### config.mk
export PLATFORM = sky130hd
export DESIGN_NAME = uart_weight_loader
export DESIGN_NICKNAME = d
export VERILOG_FILES = /design/src/rtl/uart_weight_loader.sv
export SDC_FILE = /design/constraint.sdc
export NUM_CORES = 1
export LEC_CHECK = 0
export CORE_MARGIN = 2
export CORE_UTILIZATION = 45
export CTS_CLUSTER_SIZE = 20
export DETAILED_ROUTE_END_ITERATION = 8
export GPL_TIMING_DRIVEN = 0
export PLACE_DENSITY = 0.77
export SLEW_MARGIN = 20
export SYNTH_ARGS = -nofsm -noshare
export SYNTH_HDL_FRONTEND = slang
export SYNTH_SLANG_ARGS = --single-unit
### constraint.sdc
create_clock -name i_clk_sys -period 3.1 [get_ports i_clk_sys]
set_input_delay 0.93 -clock i_clk_sys [delete_from_list [all_inputs] [get_ports i_clk_sys]]
set_output_delay 0.93 -clock i_clk_sys [all_outputs]
set_load 0.005 [all_outputs]
### src/rtl/uart_weight_loader.sv
// Frame parser between the UART receiver and LSTM_TOP: validates a weight-download frame,
// streams payload bytes and answers with ACK/NAK. Optional macro: UART_LOADER_TIMEOUT_EN.
module uart_weight_loader #(
    parameter int unsigned               DATA_WIDTH  = 8,
    parameter logic [DATA_WIDTH-1:0]     HDR0        = 8'h79,
    parameter logic [DATA_WIDTH-1:0]     HDR1        = 8'h91,
    parameter int unsigned               MAX_LEN     = 18432,
    parameter logic [DATA_WIDTH-1:0]     ACK_OK      = 8'h1E,
    parameter logic [DATA_WIDTH-1:0]     ACK_ERR     = 8'hE1,
    parameter int unsigned               TIMEOUT_CYC = 500000
) (
    input  logic                  i_clk_sys,
    input  logic                  i_rst_n,
    input  logic [DATA_WIDTH-1:0] i_rx_data,
    input  logic                  i_rx_done,
    output logic [DATA_WIDTH-1:0] o_tdata,
    output logic                  o_tvalid,
    output logic [15:0]           o_byte_cnt,
    output logic                  o_frame_done,
    output logic                  o_frame_err,
    output logic [DATA_WIDTH-1:0] o_ack_data,
    output logic                  o_ack_valid,
    input  logic                  i_tx_ready,
    output logic                  o_busy
);

    typedef enum logic [2:0] {
        S_IDLE = 3'd0,
        S_HDR1 = 3'd1,
        S_LENH = 3'd2,
        S_LENL = 3'd3,
        S_PAY  = 3'd4,
        S_CSUM = 3'd5,
        S_ACK  = 3'd6
    } state_t;

    state_t                  state_r;
    logic [15:0]             len_r;
    logic [15:0]             cnt_r;
    logic [DATA_WIDTH-1:0]   sum_r;
    logic [DATA_WIDTH-1:0]   tdata_r;
    logic                    tvalid_r;
    logic                    frame_done_r;
    logic                    frame_err_r;
    logic [DATA_WIDTH-1:0]   ack_data_r;
    logic                    ack_valid_r;
    logic                    busy_r;

    logic [15:0]             len_s;
    logic                    len_ok_s;
    logic [15:0]             cnt_nxt_s;
    logic                    timeout_s;

    // Checksum is the plain modulo-2^DATA_WIDTH sum of the payload bytes.
    function automatic logic [DATA_WIDTH-1:0] csum_add(
        input logic [DATA_WIDTH-1:0] sum,
        input logic [DATA_WIDTH-1:0] data
    );
        return sum + data;
    endfunction

    assign len_s     = {len_r[15:8], i_rx_data[7:0]};
    assign len_ok_s  = (len_s != 16'd0) && (len_s <= 16'(MAX_LEN));
    assign cnt_nxt_s = cnt_r + 16'd1;

`ifdef UART_LOADER_TIMEOUT_EN
    localparam int unsigned GAP_W = $clog2(TIMEOUT_CYC + 1);

    logic [GAP_W-1:0] gap_r;
    logic             gap_run_s;

    assign gap_run_s = (state_r != S_IDLE) && (state_r != S_ACK);
    assign timeout_s = gap_run_s && !i_rx_done && (gap_r == GAP_W'(TIMEOUT_CYC - 1));

    // Inter-byte gap counter, restarted by every received byte.
    always_ff @(posedge i_clk_sys or negedge i_rst_n) begin
        if (!i_rst_n) begin
            gap_r <= '0;
        end else if (i_rx_done || !gap_run_s || timeout_s) begin
            gap_r <= '0;
        end else begin
            gap_r <= gap_r + GAP_W'(1);
        end
    end
`else
    logic unused_timeout_s;

    assign unused_timeout_s = (TIMEOUT_CYC == 32'd0);
    assign timeout_s        = 1'b0;
`endif

    // Frame FSM; all outputs are registered and strobes default low every cycle.
    always_ff @(posedge i_clk_sys or negedge i_rst_n) begin
        if (!i_rst_n) begin
            state_r      <= S_IDLE;
            len_r        <= 16'd0;
            cnt_r        <= 16'd0;
            sum_r        <= '0;
            tdata_r      <= '0;
            tvalid_r     <= 1'b0;
            frame_done_r <= 1'b0;
            frame_err_r  <= 1'b0;
            ack_data_r   <= '0;
            ack_valid_r  <= 1'b0;
            busy_r       <= 1'b0;
        end else begin
            tvalid_r     <= 1'b0;
            frame_done_r <= 1'b0;
            frame_err_r  <= 1'b0;
            ack_valid_r  <= 1'b0;
            if (timeout_s) begin
                frame_err_r <= 1'b1;
                ack_data_r  <= ACK_ERR;
                state_r     <= S_ACK;
            end else begin
                case (state_r)
                    S_IDLE: begin
                        if (i_rx_done && (i_rx_data == HDR0)) begin
                            state_r <= S_HDR1;
                            busy_r  <= 1'b1;
                        end
                    end
                    S_HDR1: begin
                        if (i_rx_done) begin
                            if (i_rx_data == HDR1) begin
                                state_r <= S_LENH;
                            end else if (i_rx_data == HDR0) begin
                                state_r <= S_HDR1;
                            end else begin
                                state_r <= S_IDLE;
                                busy_r  <= 1'b0;
                            end
                        end
                    end
                    S_LENH: begin
                        if (i_rx_done) begin
                            len_r[15:8] <= i_rx_data[7:0];
                            state_r     <= S_LENL;
                        end
                    end
                    S_LENL: begin
                        if (i_rx_done) begin
                            len_r <= len_s;
                            if (len_ok_s) begin
                                cnt_r   <= 16'd0;
                                sum_r   <= '0;
                                state_r <= S_PAY;
                            end else begin
                                frame_err_r <= 1'b1;
                                ack_data_r  <= ACK_ERR;
                                state_r     <= S_ACK;
                            end
                        end
                    end
                    S_PAY: begin
                        if (i_rx_done) begin
                            tdata_r  <= i_rx_data;
                            tvalid_r <= 1'b1;
                            cnt_r    <= cnt_nxt_s;
                            sum_r    <= csum_add(sum_r, i_rx_data);
                            if (cnt_nxt_s == len_r) begin
                                state_r <= S_CSUM;
                            end
                        end
                    end
                    S_CSUM: begin
                        if (i_rx_done) begin
                            if (i_rx_data == sum_r) begin
                                frame_done_r <= 1'b1;
                                ack_data_r   <= ACK_OK;
                            end else begin
                                frame_err_r <= 1'b1;
                                ack_data_r  <= ACK_ERR;
                            end
                            state_r <= S_ACK;
                        end
                    end
                    S_ACK: begin
                        // Bytes arriving while the reply is pending are dropped.
                        if (i_tx_ready) begin
                            ack_valid_r <= 1'b1;
                            state_r     <= S_IDLE;
                            busy_r      <= 1'b0;
                        end
                    end
                    default: begin
                        state_r <= S_IDLE;
                        busy_r  <= 1'b0;
                    end
                endcase
            end
        end
    end

    assign o_tdata      = tdata_r;
    assign o_tvalid     = tvalid_r;
    assign o_byte_cnt   = cnt_r;
    assign o_frame_done = frame_done_r;
    assign o_frame_err  = frame_err_r;
    assign o_ack_data   = ack_data_r;
    assign o_ack_valid  = ack_valid_r;
    assign o_busy       = busy_r;

endmodule

======== Word-level counts from Yosys, hierarchy flattened ========
Cells that the tools add are included.
Widths: inputs -> output; s select.
storage, ports and cells
  bits in registers ....................... 64
  bits of input ports ..................... 12
  output and inout bits ................... 37
  word-level logic and storage cells ...... 98
cells by class
  add/subtract/negate cells ............... 2
  $lt $le $gt $ge ......................... 1
  equal/unequal tests ..................... 22
  multiplexer cells ....................... 45
  bitwise gates (word level) .............. 2
  reduce and logical (&&, ||, !) cells .... 14
operator list
  kind                   number
  $mux 8                 8
  $mux 16                3
  $pmux 8 s2             3
  $pmux 16 s2            1
  $mux 3                 8
  $ne 2x2->1 const B     12
  $pmux 3 s7             1
  $mux 1                 17
  $add 16x1->16 const B  1
  $eq 16x16->1           1
  $le 16x15->1 const B   1
  $reduce_bool 16->1     1
  $eq 3x3->1 const B     3
  $add 8x8->8            1
  $eq 8x7->1 const B     1
  $eq 8x8->1             1
  $eq 8x8->1 const B     1
  $reduce_and 4->1       2
  $reduce_and 8->1       1
  $eq 3x2->1 const B     2
  $reduce_and 6->1       1
  $mux 2                 2
  $pmux 1 s4             1
  $reduce_and 2->1       2
  8 further kinds        11

======== Logic depth before layout (Yosys ltp) ========
  depth after elaboration ................. 5
  depth in mapped cells ................... 9
  depth with buffers taken out ............ 8

======== Worst setup path before layout ========
No wires, ideal clock.
  kind .................................... reg2reg
  from .................................... register cnt_r[0], in the netlist o_byte_cnt[0]
  to ...................................... register state_r[2]
  library setup time ...................... 0.126 ns
  data arrival time ....................... 2.882 ns
  required time ........................... 2.974 ns
  setup slack ............................. 0.092 ns
  cell stages (with the launch flop) ...... 8
  path buffers ............................ 0
  period minus slack after synthesis ...... 3.008 ns
  path through ............................ dfrtp_1 ha_1 nand4_4 or4_2 xnor2_1 or4b_1 or4_1 a221o_1
between the ends
  cells in the longest elaborated chain, start to end .. 4
ends and longest elaborated chain
  item                        RTL line  source
  from (decl)                 39        logic [15:0] cnt_r;
  from (signal assigned)      159       cnt_r <= cnt_nxt_s;
  $add 16x1->16               64        assign cnt_nxt_s = cnt_r + 16'd1;
  $eq 16x16->1                161       if (cnt_nxt_s == len_r) begin
  $ne 2x2->1 (no line)        --
  $reduce_and 8->1 (no line)  --
  to (signal assigned)        162       state_r <= S_CSUM;
  to (signal assigned)        175       state_r <= S_ACK;
  to (signal assigned)        182       state_r <= S_IDLE;
  to (decl)                   37        state_t state_r;
Every way passes these cells.
A chain may end at the register's enable or synchronous reset.

======== Worst setup path in the final report ========
  from .................................... input port i_rx_data[5]
  to ...................................... register state_r[0]
between the ends
  cells in the longest elaborated chain, start to end .. 5
  elaborated cells on any way between the ends .. 9
  classes of those cells .................. eq/ne: 3; mux: 4; reduce/logical: 2
ends and longest elaborated chain
  item                  RTL line  source
  from (decl)           14        input logic [DATA_WIDTH-1:0] i_rx_data,
  $eq 8x7->1            118, 127
  $mux 1                127       end else if (i_rx_data == HDR0) begin
  $mux 2                125       if (i_rx_data == HDR1) begin
  $mux 3                124       if (i_rx_done) begin
  $pmux 3 s7            116       case (state_r)
  to (signal assigned)  119       state_r <= S_HDR1;
  to (signal assigned)  126       state_r <= S_LENH;
  to (signal assigned)  128       state_r <= S_HDR1;
Several ways; a longest one is shown, not always the timed one. The select of a mux whose other input is x is not followed.

==> impl_metrics.py <==
metrics = {
    "status": {
        "status": "finished, final reports clean",
    },
    "cells_and_area": {
        "insertedDiodeCount": 0,
        "seqCellArea_um2": 1450,
        "nets": 450,
        "fin_util_pct": 59.0,
        "drive_gt1_share_pct": 15.0,
        "final_area_um2": 4300,
        "syn_to_final_growth_pct": 26.4,
        "fin_cells": 531,
        "multi_input_area_um2": 1860,
        "num-fill-cells": 653,
    },
    "worst_setup_path": {
        "cp-end-kind": "flip-flop",
        "cp.arrival_ns": 3.21,
        "max_stage_delay_ns": 0.70,
        "critPathKind": "input port to flip-flop",
        "required_ns": 3.37,
        "r2r_setup_slack_ns": 0.19,
        "slowest_stage": "clkdlybuf4s50_1",
        "path_max_fanout": 6,
        "r2r_cells": 7,
        "path_buf_inv": 1,
        "cp_cell_sequence": "clkdlybuf4s50_1 -> nor4bb_1 -> a31oi_1 -> o21a_1 -> a21o_1 -> or4_1 -> o21ai_0",
        "cp-start-kind": "input port",
        "r2r-start": "o_byte_cnt[1]$_DFFE_PN0P_",
        "path_delay_family": "simple AND/OR/NAND/NOR gates",
        "timing.rr.end": "state_r[2]$_DFFE_PN0P_",
    },
    "place": {
        "gp_congestion": 0.911,
        "pre_cts_ws_ns": -0.343,
        "placed_cells": 515,
        "portBuffers": 47,
        "dp_hpwl_mm": 6.11,
        "placed_cell_area_um2": 4020,
    },
    "flow_run": {
        "drv_cap": 0,
    },
    "grt": {
        "grt_pass1_wl_mm": 14.6,
        "grt_overflow": 0,
        "grt_usage_pct": 22.1,
        "grt_max_degree": 34,
        "grt_pass1_vias": 3019,
        "antenna_found_initial": 0,
    },
    "sta": {
        "rsz0062_at_grt": "false",
        "drv_slew": 0,
        "skew_ns": 0.00643,
        "fmax_ghz": 0.340,
        "hold_slack_ns": 0.480,
        "timing.final.crit_share_pct": 95.0,
        "setup_violations": 0,
        "fin_crit_ns": 2.95,
        "tightest_slew_ns": 0.883,
        "finalWorstSetupSlack_ns": 0.155,
        "hold_viol": 0,
        "maxSlewHeadroom_pct": 40.7,
    },
    "clocking": {
        "clockBufferDepth": 2,
        "cts_num_sinks": 58,
        "clk_pin_slew_ns": 0.07,
        "cts_max_level": 3,
        "cts-hold-fix-buffers": 0,
        "cts_buffers": 9,
        "root_buffer": "clkbuf_8",
        "insertion_delay_ns": 0.35,
        "cts_tree": "done",
    },
    "synthesis": {
        "syn_avg_cell_area_um2": 9.25,
        "netlist_area_um2": 3400,
        "netlist_top_cells_count": "nand2_1, dfrtp_1, o21ai_0, nor2_1, mux2_2",
        "synth.most_common_cell": "nand2_1",
        "synthArstFlopShare_pct": 100,
        "ys_warn_count": 0,
        "ys_seq_area_share_pct": 42.6,
        "syn_nets": 391,
        "ys_types": 50,
        "yosys-top-cells-area": "dfrtp_1, nand2_1, mux2_2",
        "synth_top_area_share_pct": 42.6,
        "synth_edf_count": 0,
        "yosysTopAreaCell": "dfrtp_1",
        "synth_top_flop_cell": "dfrtp_1",
        "syn_inst": 368,
        "synth-seq-cells": 58,
    },
    "detailed_routing": {
        "first_pass_iters": 4,
        "vias": 3023,
        "avgViaCountPerCell": 5.69,
        "route.detailed.drc": 0,
        "drtIter0Drc": 256,
        "drtAntennaViolNets": 0,
        "wl_mm": 8.56,
        "wl_per_cell_um": 16.1,
    },
    "die": {
        "core_region_area_um2": 7290,
        "fp-row-count": 31,
        "floorplan.die_area_um2": 8280,
        "die_w_um": 91.0,
        "start_util_pct": 46.7,
        "die_h_um": 91.0,
        "num_io_pins": 49,
    },
    "worst_hold_path": {
        "hold_path_class": "input port to async pin",
    },
    "pwr": {
        "powerDensity_nw_per_um2": 964,
        "p_leak_uw": 0.00187,
        "peakVddDrop_mv": 0.431,
    },
}
cell type report:
type / count / share of cell area [%]
clock buffers: 9 / 2.88
inverters: 12 / 1.05
flip-flops and latches: 58 / 33.8
plain buffers: 21 / 2.68
well taps: 99 / 2.88
repair buffers: 49 / 11.7
clock inverters: 7 / 1.83
multi-input cells: 276 / 43.2
worst reg2reg max path: cells and delay by family (launching register included):
kind | cells | cell delay (ns)
flip-flops | 1 | 0.42
XOR/XNOR | 1 | 0.14
AO/OA/AOI/OAI | 1 | 0.33
adder cells (fa/ha/maj) | 1 | 0.19
AND/OR/NAND/NOR | 4 | 1.71
layout by cell type, fill, tap and decap left out, types with 3 or more instances in the layout:
cell             synthesis  routed
a21o_1                   3       3
a21oi_1                 10       9
a31oi_1                  3       3
and2_1                   4       4
and3_1                   5       5
buf_4                    6       8
clkbuf_1                12       8
clkbuf_2                 0       3
clkbuf_8                 0       9
clkdlybuf4s50_1          0      43
clkinvlp_4               0       3
dfrtp_1                 58      56
dlymetal6s2s_1           0       3
ha_1                    10       9
inv_1                   11      11
mux2_2                  17      17
nand2_1                 59      59
nand3_1                  8       8
nand4_1                  3       3
nor2_1                  20      20
nor3_1                  11      10
nor4_1                   8       5
nor4_4                   1       3
o21a_1                   6       6
o21ai_0                 36      36
o31ai_1                  6       6
o41ai_1                  4       4
or2_2                    3       3
or3_1                    4       4
or4_1                    4       4
xnor2_1                 16      16
xor2_1                  11      11
kinds of logic after synthesis:
| family | synth area share (%) |
|---|---|
| AO/OA/AOI/OAI | 14.1 |
| XOR/XNOR | 6.95 |
| adder cells (fa/ha/maj) | 4.26 |
| buffers and inverters | 4.56 |
| flip-flops | 42.6 |
| multiplexers | 5.62 |
| AND/OR/NAND/NOR | 21.8 |
registers in the layout, indices dropped and copies added (netlist names):
signal,cells
len_r,16
sum_r,8
o_frame_err,1
o_frame_done,1
o_byte_cnt,16
o_tvalid,1
o_busy,1
o_ack_data,2
state_r,3
o_tdata,8
o_ack_valid,1
per-stage QoR:
step	setup TNS, ns	total power [µW]
floorplan	0	2580
global placement	-50.21	3280
detailed placement	-7.33	3370
CTS	0	4130
global route	0	4470
finish	0	4150
timing repair:
item,in CTS,in global routing
hold endpoints to repair,0,0
buffers inserted,1,0
gates resized for setup,4,18
endpoints found under the setup margin,2,25
worst max path at each step:
stage / start / cells after the start / endpoint
floorplan: o_byte_cnt[0]$_DFFE_PN0P_ / 7 / state_r[2]$_DFFE_PN0P_
global placement: i_rst_n / 1 / sum_r[3]$_DFFE_PN0P_
detailed placement: i_rx_data[3] / 8 / o_byte_cnt[10]$_DFFE_PN0P_
CTS: i_rx_data[3] / 8 / o_byte_cnt[10]$_DFFE_PN0P_
global route: i_rx_data[5] / 7 / state_r[0]$_DFFE_PN0P_
finish: i_rx_data[5] / 7 / state_r[0]$_DFFE_PN0P_
metal layers:
layer	vias up	share of wire [%]	global-route usage, %
met4	0	2.0	10.1
met5	-	0	0
met3	16	4.1	3.15
met2	74	50	36.9
met1	1504	43	28.4
li1	1429	-	-
power breakdown:
part	total (µW)	switching, µW	internal, µW
sequential	1270	247	1020
combinational	2160	1150	1010
clock	719	344	376
No activity file was read; power rests on OpenSTA's default activity.
